==> src/rtl/decode_stage_rf.sv <==
// rtl/decode_stage_rf.sv - decode stage: field decode, bypassed register bank, ID/EX register, load-use detect
module decode_stage_rf #(
  parameter int         XLEN     = 32,
  parameter int         NREG     = 32,
  parameter bit         ZERO_REG = 1'b1,
  parameter logic [5:0] LOAD_OP  = 6'b100011,
  parameter logic [5:0] STORE_OP = 6'b101011,
  localparam int        RW       = $clog2(NREG)
) (
  input  logic            clk,
  input  logic            rst,
  input  logic            if_valid,
  input  logic [31:0]     npc_if,
  input  logic [31:0]     ir_if,
  output logic            id_ready,
  input  logic            wb_en,
  input  logic [RW-1:0]   wb_rd,
  input  logic [XLEN-1:0] wb_data,
  input  logic            ex_stall,
  input  logic            flush,
  output logic            id_valid,
  output logic [XLEN-1:0] a,
  output logic [XLEN-1:0] b,
  output logic [XLEN-1:0] d,
  output logic [XLEN-1:0] imm,
  output logic [31:0]     npc_id,
  output logic [31:0]     ir_id,
  output logic [RW-1:0]   rd_id,
  output logic            hazard
);

  // Register 0 is hardwired to zero when ZERO_REG is set.
  function automatic logic is_zero(input logic [RW-1:0] idx);
    return ZERO_REG && (idx == '0);
  endfunction

  // Index equality that never matches on a hardwired-zero register.
  function automatic logic idx_match(input logic [RW-1:0] x, input logic [RW-1:0] y);
    return (x == y) && !is_zero(x);
  endfunction

  logic [XLEN-1:0] regs_q [NREG];

  logic [5:0]      op_f;
  logic [RW-1:0]   rd_f, rs1_f, rs2_f;
  logic [XLEN-1:0] a_d, b_d, d_d, imm_d;
  logic            load_in_ex;

  logic            id_valid_q;
  logic [XLEN-1:0] a_q, b_q, d_q, imm_q;
  logic [31:0]     npc_id_q, ir_id_q;
  logic [RW-1:0]   rd_id_q;

  assign op_f  = ir_if[31:26];
  assign rd_f  = ir_if[21 +: RW];
  assign rs1_f = ir_if[16 +: RW];
  assign rs2_f = ir_if[11 +: RW];
  assign imm_d = {{(XLEN-16){ir_if[15]}}, ir_if[15:0]};

  // Read ports: zero register first, then same-cycle write-back bypass, then the bank.
  assign a_d = is_zero(rs1_f) ? '0 : (wb_en && wb_rd == rs1_f) ? wb_data : regs_q[rs1_f];
  assign b_d = is_zero(rs2_f) ? '0 : (wb_en && wb_rd == rs2_f) ? wb_data : regs_q[rs2_f];
  assign d_d = is_zero(rd_f)  ? '0 : (wb_en && wb_rd == rd_f)  ? wb_data : regs_q[rd_f];

  // A load sitting in ID/EX whose destination feeds the incoming instruction forces one bubble.
  assign load_in_ex = id_valid_q && (ir_id_q[31:26] == LOAD_OP);
  assign hazard     = load_in_ex && if_valid &&
                      (idx_match(rd_id_q, rs1_f) || idx_match(rd_id_q, rs2_f) ||
                       ((op_f == STORE_OP) && idx_match(rd_id_q, rd_f)));

  assign id_ready = flush | (~ex_stall & ~hazard);

  // Register bank write port; index 0 ignores writes when hardwired.
  always_ff @(posedge clk or posedge rst) begin
    if (rst) begin
      for (int i = 0; i < NREG; i++) regs_q[i] <= '0;
    end else if (wb_en && !is_zero(wb_rd)) begin
      regs_q[wb_rd] <= wb_data;
    end
  end

  // ID/EX boundary: flush beats stall, stall holds everything, hazard inserts a bubble.
  always_ff @(posedge clk or posedge rst) begin
    if (rst) begin
      id_valid_q <= 1'b0;
      a_q        <= '0;
      b_q        <= '0;
      d_q        <= '0;
      imm_q      <= '0;
      npc_id_q   <= '0;
      ir_id_q    <= '0;
      rd_id_q    <= '0;
    end else if (flush) begin
      id_valid_q <= 1'b0;
    end else if (ex_stall) begin
      id_valid_q <= id_valid_q;
    end else if (hazard) begin
      id_valid_q <= 1'b0;
    end else begin
      id_valid_q <= if_valid;
      a_q        <= a_d;
      b_q        <= b_d;
      d_q        <= d_d;
      imm_q      <= imm_d;
      npc_id_q   <= npc_if;
      ir_id_q    <= ir_if;
      rd_id_q    <= rd_f;
    end
  end

  assign id_valid = id_valid_q;
  assign a        = a_q;
  assign b        = b_q;
  assign d        = d_q;
  assign imm      = imm_q;
  assign npc_id   = npc_id_q;
  assign ir_id    = ir_id_q;
  assign rd_id    = rd_id_q;

endmodule

==> config.mk <==
export PLATFORM = sky130hd
export DESIGN_NAME = decode_stage_rf
export DESIGN_NICKNAME = d
export VERILOG_FILES = /design/src/rtl/decode_stage_rf.sv
export SDC_FILE = /design/constraint.sdc
export NUM_CORES = 2
export LEC_CHECK = 0
export BUFFER_PORTS_ARGS = -buffer_cell sky130_fd_sc_hd__buf_2
export CAP_MARGIN = 10
export CORE_MARGIN = 2
export CORE_UTILIZATION = 55
export CTS_CLUSTER_DIAMETER = 60
export CTS_CLUSTER_SIZE = 28
export DETAILED_ROUTE_END_ITERATION = 6
export GPL_ROUTABILITY_DRIVEN = 0
export GPL_TIMING_DRIVEN = 0
export PLACE_DENSITY_LB_ADDON = 0.25
export SLEW_MARGIN = 15
export SYNTH_ARGS = -nofsm -noshare
export SYNTH_HDL_FRONTEND = slang
export SYNTH_SLANG_ARGS = --single-unit
==> constraint.sdc <==
create_clock -name clk -period 67.3 [get_ports clk]
set_clock_uncertainty 0.2 [all_clocks]
set_input_delay 16.825 -clock clk [delete_from_list [all_inputs] [get_ports clk]]
set_output_delay 16.825 -clock clk [all_outputs]
set_load 0.01 [all_outputs]
==> flow_summary.toml <==
[outcome]
outcome = "finished clean"

[grt]
busiest_layer = "met2"
grt_overflow = 0
antenna_found_initial = 11
grt_use_total_pct = 41.0
use_met3_pct = 16.0
grt_pass1_vias = 51200
grt_max_degree = 114
grtUsageMet1_pct = 51.2
met2_usage_pct = 59.4
grt_pass1_wl_mm = 367

[timing]
grt_setup_unrepaired = "no"
max_slew.worst_pin.slew_ns = 1.39
setup_violations = 0
max_clock_freq_mhz = 27.9
tns_ns = 0
finalCriticalPeriod_ns = 35.88
max_slew_margin_pct = 7.32
finalHoldViolations = 0
final.period_utilization_pct = 53.3
slew_viol_final = 0

[route]
route.detailed.drc = 0
vias_per_cell = 7.60
via_count = 51600
drt_pass1_iterations = 6
ant_nets = 0
drt_iter0_drc = 7820
wl_per_cell_microns = 38.4
routed_wirelength_mm = 261

[job]
max_cap_viol_count = 0

[layout]
fill_cells = 9302
fin_cells = 6785
final_common_cell = "dfrtp_1"
drive_above_1_share_pct = 49.0
synthToLayoutAreaGrowth_pct = 11.8
layout.nets = 5144
post-route-cell-area_sq_um = 76900
final_cell_mix = "dfrtp_1, mux2_2, mux4_2"

[yosys]
syn_area_sq_um = 68700
synth_area_leaders = "dfrtp_1, mux4_2, mux2_2"
synthDominantCellAreaShare_pct = 43.1
ys_ff_latch = 1185
synth_nets = 4718
syn_inst = 4611
synth-seq-area-share_pct = 43.1
synth.distinct_cells = 53
async_flop_share_pct = 100
synth_edf_count = 0
synth_top_cell_by_area = "dfrtp_1"
yosys_most_used_dff = "dfrtp_1"
ys.warnings.count = 0
syn_area_per_cell_sq_um = 14.9

[clock_tree]
cts_buffer_depth = 3
cts-htree-levels = 3
postCtsSetupBuffers = 0
cts_repair_resize_count = 0
cts_sinks = 1185
cts_tree = "yes"
hold_buffers = 0
clk_pin_slew_ns = 0.06
cts_buffers = 119
cts_root_buffer = "clkbuf_16"
clkLatencyLatePin_ns = 0.78

[critical_path]
crit_fanout = 10
critPathRequiredTime_ns = 50.28
end_kind = "output port"
critPathKind = "input port to output port"
critPathArrivalTime_ns = 18.85
startpoint_type = "input port"

[placed_design]
placed_cells = 6553
place_hpwl_mm = 185
port_buffers = 293
placed_area_sq_um = 72600

[worst_hold_path]
min_path_type = "flip-flop to flip-flop"

[power_and_ir_drop]
p_total_uw = 2260
peakVddDrop_mv = 0.0202
pwr_density_cell_nw_per_um2 = 29.4
p_leak_uw = 0.0326

[die]
dieWidth_microns = 358
io_pins = 307
die_h_microns = 358
die-area_sq_um = 128000
fp-row-count = 129
initial_core_util_pct = 55.5
coreArea_sq_um = 124000
==> worst paths after layout <==
kind                            slack, ns  cells past startpoint          end      start
worst max-delay path                31.42                      9     id_ready  ir_if[13]
worst min-delay path                 0.29                      2        d[16]      d[16]
worst max register to register      63.54                      7         d[7]  ir_id[28]
worst min register to register       0.29                      2        d[16]      d[16]
max in group asynchronous           48.89                      5  regs_q[302]        rst
min in group asynchronous           15.93                      2   npc_id[11]        rst
==> worst max-delay path, cell delays in order <==
cell	delay (ns)
buf_2	0.51
xnor2_1	0.19
nand3_1	0.08
o22ai_1	0.24
o21a_1	0.16
buf_4	0.23
buf_2	0.35
o21bai_1	0.09
buf_2	0.14
==> area by class of cell <==
class                           instances  area (sq um)  area share [%]
Tap cell                             1637          2050            2.67
Clock buffer                          133          3160            4.12
Antenna cell                            9          22.5          0.0293
Multi-Input combinational cell       2833         36200            47.1
Inverter                                1          11.3          0.0147
Sequential cell                      1185         29700            38.6
Clock inverter                         90          1060            1.38
Timing Repair Buffer                  305          1780            2.32
Buffer                                592          2880            3.75
==> stage by stage <==
stage | setup WS [ns] | util [%] | hold slack [ns]
floorplan | 16.89 | - | 0.258
global placement | 4.14 | 58.4 | 0.266
CTS | 31.55 | 62.1 | 0.292
detailed placement | 31.56 | 58.6 | 0.276
global route | 31.35 | 62.1 | 0.306
finish | 31.42 | 62.1 | 0.288
==> synthesized netlist by cell type (3+ instances only) <==
master    instances
buf_2           160
o221ai_1         31
nor3_1           65
dfrtp_1        1185
nand4_1           4
nand3_1          12
mux2_2          945
xor2_1           10
mux4_2          767
nor2b_1           7
nor2_1           26
o22ai_1          32
nor3b_1           4
nor4_1            5
buf_1            82
mux2_1          174
buf_6            26
mux2i_1          71
clkbuf_1        259
a21oi_1         128
a22oi_1         248
buf_4            63
and2_1            3
nand2_1         149
nand3b_1         12
xnor2_1          20
a221o_1          63
a221oi_1         31
==> power breakdown <==
part / total (uW) / internal, uW / switching [uW] / leakage, uW
combinational: 561 / 313 / 248 / 0.0154
sequential: 971 / 846 / 125 / 0.0152
clock: 724 / 381 / 343 / 0.00205
total: 2260 / 1540 / 716 / 0.0326
==> state kept, by name, indices dropped and copies added, names as in the netlist <==
register	flops
regs_q	1024
b	32
a	32
ir_id	17
d	32
npc_id	32
imm	15
id_valid	1
==> per-layer routing <==
metal,wire length [microns],vias to the layer above
met5,373,-
met4,19900,12
met3,37400,1112
met2,114000,4355
met1,88900,26900
li1,-,19200
==> cell families after synthesis <==
group	Yosys count	synth area share [%]
buffers and inverters	593	4.16
XOR/XNOR	30	0.382
AO/OA/AOI/OAI	545	5.77
flip-flops	1185	43.1
multiplexers	1957	44.5
AND/OR/NAND/NOR	301	2.05
No activity file was read; power rests on OpenSTA's default activity.
